File: config.mk
export PLATFORM = sky130hd
export DESIGN_NAME = fetch_unit
export DESIGN_NICKNAME = d
export VERILOG_FILES = /design/src/rtl/fetch_unit_pkg.sv /design/src/rtl/fetch_unit_if_id_reg.sv /design/src/rtl/fetch_unit.sv
export SDC_FILE = /design/constraint.sdc
export NUM_CORES = 1
export LEC_CHECK = 0
export BUFFER_PORTS_ARGS = -buffer_cell sky130_fd_sc_hd__buf_2
export CORE_ASPECT_RATIO = 0.9
export CORE_UTILIZATION = 30
export DETAILED_ROUTE_END_ITERATION = 7
export PLACE_DENSITY = 0.48
export SLEW_MARGIN = 10
export SYNTH_ARGS = -nofsm -noshare
export SYNTH_HDL_FRONTEND = slang
export SYNTH_SLANG_ARGS = --single-unit
File: constraint.sdc
create_clock -name clk -period 2.5 [get_ports clk]
set_input_delay 0.5 -clock clk [delete_from_list [all_inputs] [get_ports clk]]
set_output_delay 0.5 -clock clk [all_outputs]
set_load 0.1 [all_outputs]
File: src/rtl/fetch_unit_pkg.sv
`timescale 1ns/1ps
`default_nettype none
// ============================================================================
// Module      : fetch_unit_pkg
// Description : Shared constants, fetch FSM state encoding and small helpers
//               for the RV32I instruction-fetch stage and its pipeline
//               registers.
// Revision    : 1.0 - initial release
// ============================================================================
package fetch_unit_pkg;

  localparam int XLEN = 32;

  // Default reset PC and the canonical NOP (addi x0,x0,0)
  localparam logic [XLEN-1:0] DEF_RESET_PC  = 32'h0000_0000;
  localparam logic [XLEN-1:0] DEF_NOP_INSTR = 32'h0000_0013;

  // Fetch FSM encodings
  typedef enum logic [1:0] {
    ST_REQ  = 2'd0,   // issue a request for pc
    ST_WAIT = 2'd1,   // one request outstanding, waiting for rvalid
    ST_HOLD = 2'd2    // response parked in the skid register (decode stalled)
  } fetch_state_e;

  // Sequential next-instruction address; wraps naturally at 2^XLEN
  function automatic logic [XLEN-1:0] pc_incr(input logic [XLEN-1:0] pc);
    return pc + {{(XLEN-3){1'b0}}, 3'd4};
  endfunction

endpackage : fetch_unit_pkg
`default_nettype wire

File: src/rtl/fetch_unit_if_id_reg.sv
`timescale 1ns/1ps
`default_nettype none
// ============================================================================
// Module      : if_id_reg
// Description : Pipeline register carrying instruction, pc and pc+4 between
//               two stages, with stall (hold), flush and NOP insertion.
//               Whenever the register is invalid it presents NOP_INSTR.
// Ports       : clk, rst          - clock, synchronous active-high reset
//               stall             - downstream cannot accept; hold contents
//               flush             - invalidate contents (wins over load)
//               load              - new word available this cycle
//               load_instr/pc/pc_plus4 - data captured on load
//               valid/instr/pc/pc_plus4 - registered outputs
// Revision    : 1.0 - initial release
// ============================================================================
module if_id_reg
  import fetch_unit_pkg::*;
#(
  parameter logic [XLEN-1:0] NOP_INSTR = DEF_NOP_INSTR
) (
  input  logic            clk,
  input  logic            rst,
  input  logic            stall,
  input  logic            flush,
  input  logic            load,
  input  logic [XLEN-1:0] load_instr,
  input  logic [XLEN-1:0] load_pc,
  input  logic [XLEN-1:0] load_pc_plus4,
  output logic            valid,
  output logic [XLEN-1:0] instr,
  output logic [XLEN-1:0] pc,
  output logic [XLEN-1:0] pc_plus4
);

  always_ff @(posedge clk) begin
    if (rst) begin
      valid    <= 1'b0;
      instr    <= NOP_INSTR;
      pc       <= '0;
      pc_plus4 <= pc_incr('0);
    end else if (flush) begin
      // pc/pc_plus4 are don't-care while invalid; leave them alone
      valid <= 1'b0;
      instr <= NOP_INSTR;
    end else if (load) begin
      valid    <= 1'b1;
      instr    <= load_instr;
      pc       <= load_pc;
      pc_plus4 <= load_pc_plus4;
    end else if (!stall) begin
      // contents consumed with nothing new behind them: insert a bubble
      valid <= 1'b0;
      instr <= NOP_INSTR;
    end
  end

endmodule : if_id_reg
`default_nettype wire

File: src/rtl/fetch_unit.sv
`timescale 1ns/1ps
`default_nettype none
// ============================================================================
// Module      : fetch_unit
// Description : RV32I instruction-fetch stage plus IF/ID register. Owns the
//               PC, keeps at most one request outstanding to instruction
//               memory, parks a response in a skid register when decode is
//               stalled, and honours redirects from execute by discarding
//               the in-flight response.
// Ports       : clk, rst                       - clock, sync active-high reset
//               imem_req/imem_addr/imem_ready  - request channel
//               imem_rvalid/imem_rdata         - response channel
//               id_stall, id_flush             - decode-side control
//               redirect_valid, redirect_pc    - execute-side PC redirect
//               id_valid/id_instr/id_pc/id_pc_plus4 - IF/ID outputs
// Revision    : 1.0 - initial release
// ============================================================================
module fetch_unit
  import fetch_unit_pkg::*;
#(
  parameter logic [XLEN-1:0] RESET_PC  = DEF_RESET_PC,
  parameter logic [XLEN-1:0] NOP_INSTR = DEF_NOP_INSTR
) (
  input  logic            clk,
  input  logic            rst,
  output logic            imem_req,
  output logic [XLEN-1:0] imem_addr,
  input  logic            imem_ready,
  input  logic            imem_rvalid,
  input  logic [XLEN-1:0] imem_rdata,
  input  logic            id_stall,
  input  logic            id_flush,
  input  logic            redirect_valid,
  input  logic [XLEN-1:0] redirect_pc,
  output logic            id_valid,
  output logic [XLEN-1:0] id_instr,
  output logic [XLEN-1:0] id_pc,
  output logic [XLEN-1:0] id_pc_plus4
);

  fetch_state_e    r_state;
  logic [XLEN-1:0] r_pc;          // next address to request
  logic [XLEN-1:0] r_inflight_pc; // address of the outstanding / parked word
  logic [XLEN-1:0] r_skid;        // parked instruction while in ST_HOLD
  logic            r_kill;        // outstanding response must be dropped

  logic            w_accept;
  logic            w_ifid_free;
  logic            w_wait_load;
  logic            w_hold_load;
  logic            w_load;
  logic [XLEN-1:0] w_load_instr;
  logic [XLEN-1:0] w_redirect_target;
  logic            w_unused_redirect_lsbs;

  // Redirect targets are forced to word alignment
  assign w_redirect_target      = {redirect_pc[XLEN-1:2], 2'b00};
  assign w_unused_redirect_lsbs = ^redirect_pc[1:0];

  // A redirect in ST_REQ suppresses the request so the stale pc never leaves
  assign imem_req  = (r_state == ST_REQ) && !redirect_valid && !rst;
  assign imem_addr = r_pc;
  assign w_accept  = imem_req && imem_ready;

  // IF/ID can take a word if it is empty or being consumed this cycle.
  // A flush in the same cycle would swallow the new word, so it is parked
  // in the skid register instead and delivered once the flush has passed.
  assign w_ifid_free = !id_valid || !id_stall;
  assign w_wait_load = (r_state == ST_WAIT) && imem_rvalid && !r_kill &&
                       !redirect_valid && w_ifid_free && !id_flush;
  assign w_hold_load = (r_state == ST_HOLD) && !redirect_valid &&
                       !id_stall && !id_flush;
  assign w_load       = w_wait_load || w_hold_load;
  assign w_load_instr = (r_state == ST_HOLD) ? r_skid : imem_rdata;

  always_ff @(posedge clk) begin
    if (rst) begin
      r_state       <= ST_REQ;
      r_pc          <= {RESET_PC[XLEN-1:2], 2'b00};
      r_kill        <= 1'b0;
      r_inflight_pc <= '0;
      r_skid        <= '0;
    end else if (redirect_valid) begin
      r_pc <= w_redirect_target;
      unique case (r_state)
        ST_WAIT: begin
          if (imem_rvalid) begin
            // the response lands together with the redirect: just drop it
            r_kill  <= 1'b0;
            r_state <= ST_REQ;
          end else begin
            r_kill  <= 1'b1;
            r_state <= ST_WAIT;
          end
        end
        ST_HOLD: r_state <= ST_REQ;
        default: r_state <= ST_REQ;
      endcase
    end else begin
      unique case (r_state)
        ST_REQ: begin
          if (w_accept) begin
            r_inflight_pc <= r_pc;
            r_pc          <= pc_incr(r_pc);
            r_state       <= ST_WAIT;
          end
        end
        ST_WAIT: begin
          if (imem_rvalid) begin
            if (r_kill) begin
              r_kill  <= 1'b0;
              r_state <= ST_REQ;
            end else if (w_wait_load) begin
              r_state <= ST_REQ;
            end else begin
              r_skid  <= imem_rdata;
              r_state <= ST_HOLD;
            end
          end
        end
        ST_HOLD: begin
          if (w_hold_load) begin
            r_state <= ST_REQ;
          end
        end
        default: r_state <= ST_REQ;
      endcase
    end
  end

  // A redirect invalidates IF/ID exactly like a flush, regardless of stall
  if_id_reg #(
    .NOP_INSTR (NOP_INSTR)
  ) u_if_id_reg (
    .clk           (clk),
    .rst           (rst),
    .stall         (id_stall),
    .flush         (redirect_valid || id_flush),
    .load          (w_load),
    .load_instr    (w_load_instr),
    .load_pc       (r_inflight_pc),
    .load_pc_plus4 (pc_incr(r_inflight_pc)),
    .valid         (id_valid),
    .instr         (id_instr),
    .pc            (id_pc),
    .pc_plus4      (id_pc_plus4)
  );

endmodule : fetch_unit
`default_nettype wire

==> results of run 1 <==
[sequential cells by signal, indices dropped and copies added, names as in the netlist]
name,flops
r_kill,1
u_if_id_reg.pc,30
u_if_id_reg.valid,1
u_if_id_reg.pc_plus4,30
imem_addr,30
r_inflight_pc,30
u_if_id_reg.instr,32
r_state,2
r_skid,32
[critical path: stages, from the launching register on]
cell	delay [ps]
dfxtp_1	400
and2b_1	240
nand4_1	220
o41ai_4	160
nor2_1	850
a32o_1	200
[routing by layer]
metal  up-vias  wire [um]  global-route usage (%)  part of all wire, %
met5         -         17                       0                0.070
met4         2        176                    4.55                 0.72
met3        14        985                    3.68                  4.1
met2       161       9990                    25.1                   41
met1      3246      13100                    26.6                   54
li1       3571          -                       -                    -
[final cells by class]
| class | instances | area share, % |
|---|---|---|
| inverters | 6 | 0.221 |
| flip-flops and latches | 188 | 36.9 |
| clock inverters | 11 | 0.834 |
| clock buffers | 21 | 4.41 |
| diodes | 1 | 0.0245 |
| repair buffers | 229 | 13.0 |
| multi-input cells | 661 | 40.3 |
| well taps | 348 | 4.27 |
[logic make-up (layout without fill, tap and decap cells)]
| logic type | after synthesis | count (layout) | synth area share [%] |
|---|---|---|---|
| mux | 66 | 66 | 8.49 |
| xor+xnor | 47 | 47 | 5.04 |
| fa+ha+maj | 2 | 2 | 0.307 |
| simple gates | 369 | 369 | 22.0 |
| buf+inv | 73 | 267 | 3.99 |
| other cells | 1 | 7 | 0.0460 |
| flops | 188 | 188 | 46.1 |
| compound gates | 171 | 171 | 14.0 |
[power breakdown]
part,internal [W],total [W],switching (W)
logic,0.000206,0.000771,0.000565
registers,0.00305,0.00313,0.0000807
clock network,0.00132,0.00257,0.00126
[cells in the final DEF, fill, tap and decap left out, types with 7 or more instances in the layout]
| master | netlist | layout |
|---|---|---|
| buf_2 | 23 | 190 |
| dfxtp_1 | 188 | 188 |
| nand2_1 | 130 | 130 |
| nor2_1 | 101 | 101 |
| a21oi_1 | 51 | 51 |
| mux2i_1 | 40 | 40 |
| buf_4 | 6 | 32 |
| xor2_1 | 30 | 30 |
| o21ai_0 | 27 | 27 |
| mux2_2 | 26 | 26 |
| nand3_1 | 25 | 25 |
| a22oi_1 | 25 | 25 |
| a211oi_1 | 23 | 23 |
| nand2b_1 | 24 | 23 |
| o2bb2ai_1 | 19 | 19 |
| nand4_1 | 19 | 19 |
| xnor2_1 | 17 | 17 |
| clkbuf_16 | 0 | 17 |
| nor3_1 | 13 | 13 |
| and3_1 | 11 | 11 |
| o22ai_1 | 7 | 7 |
| and4_1 | 7 | 7 |
| buf_12 | 0 | 7 |
[per-stage QoR]
step	util [%]	power (W)	TNS (ps)	hold WS, ps	instance area (um2)
floorplan	-	0.00375	-18.8	457	8240
global placement	36.6	0.00398	0	437	9670
detailed placement	36.6	0.00398	0	441	9670
CTS	38.6	0.00655	0	286	10200
global route	38.6	0.00674	0	286	10200
finish	38.6	0.00648	0	285	10200
[final timing paths]
path	to	startpoint	slack (ps)	cells after the start
worst max-delay path	u_if_id_reg.pc_plus4[3]$_SDFFE_PP0P_	r_state[0]$_SDFFE_PP0P_	350	5
worst min register to register	u_if_id_reg.pc[16]$_SDFFE_PP0P_	u_if_id_reg.pc[16]$_SDFFE_PP0P_	450	2
worst min-delay path	r_kill$_SDFFE_PP0P_	imem_rvalid	280	2
worst max register to register	u_if_id_reg.pc_plus4[3]$_SDFFE_PP0P_	r_state[0]$_SDFFE_PP0P_	350	5
==> impl_metrics.env, run 1 <==
export IMPL_routed_via_density=4.77
export IMPL_cts_tree="built"
export IMPL_instances_no_fill=1465
export IMPL_synth_cell_types=54
export IMPL_die_area_mm2=0.0279
export IMPL_dr_pass1_iters=4
export IMPL_clock_sinks=188
export IMPL_synth_top_area_share_pct=46.1
export IMPL_yosys_warnings=0
export IMPL_register_area_mm2=0.00376
export IMPL_synthTopCellsByArea="dfxtp_1 46%, nand2_1 6.0%, mux2i_1 4.9%"
export IMPL_dp_hpwl_um=17100
export IMPL_ys_ff_latch=188
export IMPL_timing_slew_headroom_pct=26.6
export IMPL_avgSynthCellArea_um2=8.90
export IMPL_finalNetCount=1176
export IMPL_rsz0062_at_grt="false"
export IMPL_synth_most_common_cell="dfxtp_1"
export IMPL_postCtsHoldBufs=0
export IMPL_ys_top_cells_by_count="188 x dfxtp_1, 130 x nand2_1, 101 x nor2_1"
export IMPL_gp_congestion=0.798
export IMPL_core_mm2=0.0264
export IMPL_hold_viol_final=0
export IMPL_worstSkewPairLatency_ps=440
export IMPL_postRouteAntennaNets=0
export IMPL_numCtsBuffers=17
export IMPL_fin_crit_ps=2150
export IMPL_seq_area_frac_synth_pct=46.1
export IMPL_slew_viol_final=0
export IMPL_grt_pass1_vias=6541
export IMPL_setup_worst_path_end_class="flip-flop"
export IMPL_die_x_um=176
export IMPL_synth_top_area_cell="dfxtp_1"
export IMPL_drive_gt1_share_pct=26.9
export IMPL_multi_input_area_mm2=0.00411
export IMPL_cts_root_buf="clkbuf_16"
export IMPL_syn_area_mm2=0.00816
export IMPL_critPathKind="flip-flop to flip-flop"
export IMPL_syn_to_final_growth_pct=25.1
export IMPL_initial_core_util_pct=30.9
export IMPL_setup_viol=0
export IMPL_dieHeight_um=158
export IMPL_drt_wl_total_um=24300
export IMPL_netlist_instances=917
export IMPL_fmax_mhz=465
export IMPL_p_leak_nw=4.27
export IMPL_grt_pass1_wl_um=37900
export IMPL_grt_max_degree=66
export IMPL_worst_setup_path_start_kind="flip-flop"
export IMPL_drc=0
export IMPL_postCtsResizedCells=0
export IMPL_preCtsSetupSlack_ps=284
export IMPL_post_route_period_util_pct=86.1
export IMPL_ctsHtreeMaxLevel=4
export IMPL_pin_count=201
export IMPL_fill_cells=2791
export IMPL_outcome="finished, final reports clean"
export IMPL_gr_usage_all_layers_pct=17.7
export IMPL_async_reset_ff_share_pct=0
export IMPL_cts_buffer_depth=2
export IMPL_max_slew_worst_pin_slew_ps=1100
export IMPL_cts_setup_buffers=0
export IMPL_clkTransAtPathRegs_ps=70
export IMPL_placementRows=56
export IMPL_synth_edf_count=0
export IMPL_portBuffers=192
export IMPL_cellPowerDensity_mw_per_mm2=635
export IMPL_wl_per_cell_um=16.6
export IMPL_ir_drop_mv=0.441
export IMPL_finClkSkew_ps=19.5
export IMPL_num_vias=6994
export IMPL_maxCapViolCount=0
export IMPL_worst_path_max_fanout=14
export IMPL_cp_required_ps=2860
export IMPL_dp_cells=1432
export IMPL_worstPathArrival_ps=2510
export IMPL_grt_overflow=0
export IMPL_grt_antenna_before_repair=2
export IMPL_postLayoutSetupSlackWorst_ps=348
export IMPL_drt_iter0_drc=447
export IMPL_hold_class="input pin to flip-flop"
export IMPL_synth_main_ff_cell="dfxtp_1"
Power figures use the tool's default switching activity.
==> inputs of run 2 (changes only) <==
--- a/config.mk
+++ b/config.mk
@@ -6,10 +6,14 @@
 export NUM_CORES = 1
 export LEC_CHECK = 0
 export BUFFER_PORTS_ARGS = -buffer_cell sky130_fd_sc_hd__buf_2
+export CELL_PAD_IN_SITES_DETAIL_PLACEMENT = 2
+export CELL_PAD_IN_SITES_GLOBAL_PLACEMENT = 2
 export CORE_ASPECT_RATIO = 0.9
 export CORE_UTILIZATION = 30
 export DETAILED_ROUTE_END_ITERATION = 7
-export PLACE_DENSITY = 0.48
+export MAX_ROUTING_LAYER = met4
+export PLACE_DENSITY = 0.74
+export SETUP_SLACK_MARGIN = 0.5
 export SLEW_MARGIN = 10
 export SYNTH_ARGS = -nofsm -noshare
 export SYNTH_HDL_FRONTEND = slang
==> impl_metrics.env, run 2 (synthesis gave the netlist of run 1 again) <==
export IMPL_timing_slew_headroom_pct=48.1
export IMPL_postRouteAntennaNets=0
export IMPL_routed_via_density=5.08
export IMPL_dr_pass1_iters=4
export IMPL_setup_worst_path_end_class="flip-flop"
export IMPL_reg_largest_list="r_skid (32), u_if_id_reg.instr (32)"
export IMPL_clkTransAtPathRegs_ps=70
export IMPL_maxCapViolCount=0
export IMPL_slew_viol_final=0
export IMPL_preCtsSetupSlack_ps=200
export IMPL_setup_viol=0
export IMPL_finClkSkew_ps=14.1
export IMPL_ctsHtreeMaxLevel=4
export IMPL_drt_wl_total_um=28400
export IMPL_clock_sinks=188
export IMPL_mostFrequentLayoutCells="190 x buf_2, 155 x dfxtp_1, 130 x nand2_1"
export IMPL_initial_core_util_pct=30.9
export IMPL_drc=0
export IMPL_core_mm2=0.0264
export IMPL_worstSkewPairLatency_ps=430
export IMPL_worst_path_max_delay_cell="nor3b_4"
export IMPL_totalPowerFinal_w=0.00654
export IMPL_cts_root_buf="clkbuf_16"
export IMPL_hold_path_endpoint="imem_addr[12]$_SDFFE_PP0P_"
export IMPL_hold_class="input pin to flip-flop"
export IMPL_worst_setup_path_start_kind="flip-flop"
export IMPL_gr_usage_all_layers_pct=21.0
export IMPL_gp_congestion=0.805
export IMPL_ir_drop_mv=0.398
export IMPL_max_slew_worst_pin_slew_ps=778
export IMPL_critPathKind="flip-flop to flip-flop"
export IMPL_max_stage_delay_ps=390
export IMPL_worstHoldStart="redirect_pc[12]"
export IMPL_grt_pass1_vias=7813
export IMPL_placementRows=56
export IMPL_dp_hpwl_um=19800
export IMPL_crit_chain="nor3b_4 > nand4_1 > buf_4 > nor4_1 > or3_1 > a21oi_1"
export IMPL_post_route_period_util_pct=78.7
export IMPL_pin_count=201
export IMPL_drt_iter0_drc=366
export IMPL_worst_path_max_fanout=10
export IMPL_fmax_mhz=508
export IMPL_portBuffers=192
export IMPL_crit_family="simple AND/OR/NAND/NOR gates"
export IMPL_numCtsBuffers=17
export IMPL_die_area_mm2=0.0279
export IMPL_syn_to_final_growth_pct=26.8
export IMPL_fill_cells=2971
export IMPL_finalNetCount=1177
export IMPL_grt_max_degree=73
export IMPL_rsz0062_at_grt="true"
export IMPL_reg2reg_depth=6
export IMPL_ff2ff_setup_slack_ps=530
export IMPL_hold_viol_final=0
export IMPL_hold_depth=3
export IMPL_postCtsHoldBufs=0
export IMPL_grt_pass1_wl_um=44000
export IMPL_outcome="finished, final reports clean"
export IMPL_timing_rr_start="r_state[0]$_SDFFE_PP0P_"
export IMPL_grt_overflow=0
export IMPL_drive_gt1_share_pct=30.6
export IMPL_grt_antenna_before_repair=0
export IMPL_cellPowerDensity_mw_per_mm2=632
export IMPL_r2r_end="imem_addr[19]$_SDFFE_PP0P_"
export IMPL_dieHeight_um=158
export IMPL_crit_buf_inv=1
export IMPL_n_antenna_cell=0
export IMPL_mostFrequentLayoutCell="buf_2"
export IMPL_cts_buffer_depth=2
export IMPL_die_x_um=176
export IMPL_wl_per_cell_um=19.4
export IMPL_postLayoutSetupSlackWorst_ps=533
export IMPL_cp_required_ps=2810
export IMPL_fin_crit_ps=1970
export IMPL_worstPathArrival_ps=2280
export IMPL_p_leak_nw=4.33
export IMPL_num_vias=7438
export IMPL_cts_tree="built"
## run 2: area by class of cell
cell class	instances	area, um2	share of cell area, %
clock buffers	19	433	4.19
clock inverters	12	113	1.09
inverters	6	22.5	0.218
multi-input cells	661	4170	40.3
flip-flops and latches	188	3810	36.8
well taps	348	435	4.21
repair buffers	230	1360	13.2
## run 2: what timing repair did
item	4_1_cts	5_1_grt
buffers inserted	3	5
cloned	1	1
resized for setup	6	14
endpoints found under the setup margin	60	35
pin swaps	2	5
hold endpoints to repair	0	0
## run 2: report_power, final
| group | internal, W | leakage [nW] | switching [W] |
|---|---|---|---|
| combinational | 0.000203 | 2.53 | 0.000569 |
| sequential | 0.00306 | 1.53 | 0.0000964 |
| clock | 0.00138 | 0.264 | 0.00123 |
## run 2: worst max path at each step
stage	cells past startpoint	end	start
4_1_cts	4	imem_req	redirect_valid
6_report	6	imem_addr[19]$_SDFFE_PP0P_	r_state[0]$_SDFFE_PP0P_
3_3_place_gp	6	u_if_id_reg.pc_plus4[3]$_SDFFE_PP0P_	redirect_valid
2_1_floorplan	4	imem_req	redirect_valid
3_5_place_dp	5	u_if_id_reg.instr[25]$_SDFFE_PP0P_	r_state[1]$_SDFFE_PP0P_
5_1_grt	6	imem_addr[19]$_SDFFE_PP0P_	imem_addr[4]$_SDFFE_PP0P_
## run 2: worst register-to-register path: stages, from the launching register on
cell and delay (ps):
dfxtp_4 380, nor3b_4 390, nand4_1 260, buf_4 250
nor4_1 340, or3_1 170, a21oi_1 50
## run 2: routing by layer
layer / track usage (%) / part of all wire, % / up-vias
met3: 3.03 / 3.5 / 32
li1: - / - / 3570
met4: 6.71 / 2.0 / 0
met5: - / 0 / -
met2: 32.3 / 45 / 163
met1: 28.3 / 50 / 3673
## run 2: stage by stage
stage          cells  setup TNS, ps  hold WS [ps]  utilization (%)  cell area, um2
2_1_floorplan    922          -18.8           457                -            8270
3_3_place_gp    1423              0           439             36.4            9610
5_1_grt         1464              0           303             39.2           10300
4_1_cts         1458              0           291             38.7           10200
6_report        1464              0           310             39.2           10300
3_5_place_dp    1423              0           446             36.4            9610
==> inputs of run 3 (changes only) <==
==> constraint.sdc (replaced) <==
create_clock -name clk -period 1.83 [get_ports clk]
set_input_delay 0.366 -clock clk [delete_from_list [all_inputs] [get_ports clk]]
set_output_delay 0.366 -clock clk [all_outputs]
set_load 0.1 [all_outputs]
==> impl_metrics.env, run 3 <==
export IMPL_numCtsBuffers=17
export IMPL_postCtsHoldBufs=0
export IMPL_netlist_instances=917
export IMPL_outcome="did not finish"
export IMPL_worstEpCategory="sequential cell input"
export IMPL_synth_top_area_cell="dfxtp_1"
export IMPL_synth_top_area_share_pct=46.1
export IMPL_post_dp_cell_area_mm2=0.0106
export IMPL_cts_buffer_depth=2
export IMPL_cts_root_buf="clkbuf_16"
export IMPL_worstEndpointGrtRepair="u_if_id_reg.pc_plus4[26]$_SDFFE_PP0P_/D"
export IMPL_grt_antenna_before_repair=3
export IMPL_synth_most_common_cell="dfxtp_1"
export IMPL_die_x_um=176
export IMPL_ys_ff_latch=188
export IMPL_preCtsSetupSlack_ps=-109
export IMPL_gr_usage_all_layers_pct=74.0
export IMPL_grt_max_degree=66
export IMPL_ys_top_cells_by_count="188 x dfxtp_1, 130 x nand2_1, 101 x nor2_1"
export IMPL_dieHeight_um=158
export IMPL_seq_area_frac_synth_pct=46.1
export IMPL_portBuffers=192
export IMPL_dp_hpwl_um=21400
export IMPL_async_reset_ff_share_pct=0
export IMPL_pin_count=201
export IMPL_gp_congestion=0.825
export IMPL_ctsHtreeMaxLevel=4
export IMPL_grt_overflow=38
export IMPL_synthTopCellsByArea="dfxtp_1 46%, nand2_1 6.0%, mux2i_1 4.9%"
export IMPL_yosys_warnings=0
export IMPL_firstError="[ERROR GRT-0232] Routing congestion too high. Check the congestion heatmap in the GUI."
export IMPL_synth_main_ff_cell="dfxtp_1"
export IMPL_syn_area_mm2=0.00816
export IMPL_lastStage="global routing (5_1_grt)"
export IMPL_placementRows=56
export IMPL_avgSynthCellArea_um2=8.90
export IMPL_synth_edf_count=0
export IMPL_initial_core_util_pct=30.9
export IMPL_synth_cell_types=54
export IMPL_clock_sinks=188
==> run 3: timing repair <==
item / CTS
setup endpoints to repair: 309
resized for setup: 590
gates cloned: 24
buffers inserted: 98
pin swaps: 112
==> run 3: logic make-up after synthesis <==
| family | after synthesis | synth area share, % |
|---|---|---|
| other | 1 | 0.0460 |
| flip-flops | 188 | 46.1 |
| multiplexers | 66 | 8.49 |
| adder cells (fa/ha/maj) | 2 | 0.307 |
| buffers and inverters | 73 | 3.99 |
| AND/OR/NAND/NOR | 369 | 22.0 |
| XOR/XNOR | 47 | 5.04 |
| AO/OA/AOI/OAI | 171 | 14.0 |
==> run 3: metrics by stage <==
step | utilization (%) | TNS [ps] | std cells
after floorplan | - | -470 | 922
after global placement | 40.2 | -887 | 1481
after detailed placement | 40.2 | -1920 | 1481
after CTS | 56.3 | -129 | 1635
==> run 3: per-layer routing <==
metal	overflow	track usage, %
met1	0	72.4
met2	20	93.1
met3	0	48.2
met4	18	81.4
met5	-	-
==> inputs of run 4 (changes only) <==
==> config.mk (replaced) <==
export PLATFORM = sky130hd
export DESIGN_NAME = fetch_unit
export DESIGN_NICKNAME = d
export VERILOG_FILES = /design/src/rtl/fetch_unit_pkg.sv /design/src/rtl/fetch_unit_if_id_reg.sv /design/src/rtl/fetch_unit.sv
export SDC_FILE = /design/constraint.sdc
export NUM_CORES = 1
export LEC_CHECK = 0
export BUFFER_PORTS_ARGS = -buffer_cell sky130_fd_sc_hd__buf_2
export CORE_UTILIZATION = 20
export DETAILED_ROUTE_END_ITERATION = 7
export PLACE_DENSITY_LB_ADDON = 0.15
export SLEW_MARGIN = 10
export SYNTH_ARGS = -nofsm -noshare
export SYNTH_HDL_FRONTEND = slang
export SYNTH_SLANG_ARGS = --single-unit
==> impl_metrics.env, run 4 (synthesis gave the netlist of run 1 again) <==
export IMPL_p_seq_share_pct=45.5
export IMPL_critPathKind="flip-flop to output pin"
export IMPL_worstHoldStart="redirect_pc[2]"
export IMPL_syn_to_final_growth_pct=39.4
export IMPL_fmax_mhz=545
export IMPL_tns_ps=-5.44
export IMPL_outcome="complete, but fails checks"
export IMPL_drive_gt1_share_pct=35.8
export IMPL_max_slew_worst_pin_slew_ps=554
export IMPL_hold_viol_final=0
export IMPL_finClkSkew_ps=22.9
export IMPL_num_vias=7402
export IMPL_grt_overflow=0
export IMPL_core_mm2=0.0400
export IMPL_p_switching_w=0.00283
export IMPL_numCtsBuffers=17
export IMPL_finish_utilization_pct=28.4
export IMPL_postRouteAntennaNets=0
export IMPL_finalNetCount=1248
export IMPL_cp_required_ps=1460
export IMPL_grt_max_degree=69
export IMPL_setup_viol=1
export IMPL_clkTransAtPathRegs_ps=80
export IMPL_setup_worst_path_end_class="output pin"
export IMPL_startpoint="r_state[1]$_SDFFE_PP0P_"
export IMPL_post_route_period_util_pct=100
export IMPL_drc=0
export IMPL_placementRows=73
export IMPL_pin_count=201
export IMPL_drt_iter0_drc=260
export IMPL_drt_wl_total_um=28600
export IMPL_rsz0062_at_grt="true"
export IMPL_p_leak_nw=4.76
export IMPL_cts_root_buf="clkbuf_16"
export IMPL_timing_rr_start="r_state[1]$_SDFFE_PP0P_"
export IMPL_postCtsHoldBufs=0
export IMPL_worstSkewPairLatency_ps=460
export IMPL_dp_cells=1673
export IMPL_mostFrequentLayoutCells="190 x buf_2, 156 x dfxtp_1, 130 x nand2_1"
export IMPL_ctsHtreeMaxLevel=4
export IMPL_reg_largest_list="r_skid (32), u_if_id_reg.instr (32)"
export IMPL_dp_hpwl_um=20700
export IMPL_slew_viol_final=0
export IMPL_grt_antenna_before_repair=9
export IMPL_die_x_um=204
export IMPL_timing_slew_headroom_pct=63.3
export IMPL_clkPwrFrac_pct=41.5
export IMPL_cellPowerDensity_mw_per_mm2=818
export IMPL_worstPathArrival_ps=1470
export IMPL_portBuffers=192
export IMPL_grt_pass1_wl_um=43500
export IMPL_die_area_mm2=0.0416
export IMPL_initial_core_util_pct=20.4
export IMPL_intPower_w=0.00648
export IMPL_gp_congestion=0.755
export IMPL_wl_per_cell_um=16.6
export IMPL_p_comb_share_pct=13.0
export IMPL_preCtsSetupSlack_ps=-41.1
export IMPL_maxCapViolCount=0
export IMPL_gr_usage_all_layers_pct=13.8
export IMPL_mostFrequentLayoutCell="buf_2"
export IMPL_fin_crit_ps=1840
export IMPL_cts_tree="built"
export IMPL_grt_pass1_vias=7268
export IMPL_hold_class="input pin to flip-flop"
export IMPL_cts_buffer_depth=2
export IMPL_dr_pass1_iters=5
export IMPL_worst_setup_path_start_kind="flip-flop"
export IMPL_worst_path_max_fanout=3
export IMPL_ir_drop_mv=0.809
export IMPL_routed_via_density=4.31
export IMPL_dieHeight_um=204
export IMPL_postLayoutSetupSlackWorst_ps=-5.44
export IMPL_clock_sinks=188
export IMPL_instances_no_fill=1718
export IMPL_p_sw_share_pct=30.4
export IMPL_violations="setup timing"
[run 4: layout make-up]
cell class | instances | area (um2)
multi-input combinational | 661 | 4220
timing repair buffer | 301 | 2000
sequential | 188 | 3850
clock buffer | 17 | 425
inverter | 6 | 22.5
tap | 525 | 657
antenna | 5 | 12.5
clock inverter | 15 | 179
fill | 4393 | 28600
[run 4: timing repair]
item / CTS / global route
endpoints found under the setup margin: 8 / 42
setup buffers: 2 / 5
resized for setup: 9 / 27
pin swaps: 1 / 12
cloned: 0 / 1
[run 4: power by group through the flow]
stage	Clock, W	Sequential [W]	Combinational [W]
2_1_floorplan	0	0.00471	0.000414
3_3_place_gp	0	0.00433	0.00120
3_5_place_dp	0	0.00433	0.00121
4_1_cts	0.00405	0.00423	0.00121
5_1_grt	0.00420	0.00424	0.00129
6_report	0.00386	0.00423	0.00121
[run 4: per-stage QoR]
step                cell area [um2]  power [W]  hold slack [ps]
floorplan                      8320    0.00512              457
global placement              10500    0.00553              437
detailed placement            10500    0.00553              443
CTS                           11200    0.00950              110
global route                  11400    0.00974              133
finish                        11400    0.00930              143
[run 4: path summary, 6_finish.rpt]
path / end / slack [ps] / cells after the start
setup / recovery: imem_req / -5 / 3
hold / removal: imem_addr[2]$_SDFFE_PP0P_ / 140 / 3
setup reg to reg: imem_addr[13]$_SDFFE_PP0P_ / 50 / 6
hold reg to reg: u_if_id_reg.pc[15]$_SDFFE_PP0P_ / 450 / 2
[run 4: worst max-delay path, cell delays in order (launching register included)]
cell,delay (ps)
dfxtp_4,350
buf_6,120
nor4_4,330
buf_12,220
[run 4: layer usage]
layer	wire (um)	part of all wire (%)	track usage (%)	vias to the layer above
li1	-	-	-	3737
met1	12900	45	17.2	3476
met2	13000	45	21.7	155
met3	2190	7.7	5.31	28
met4	484	1.7	4.48	6
met5	45	0.16	0	-
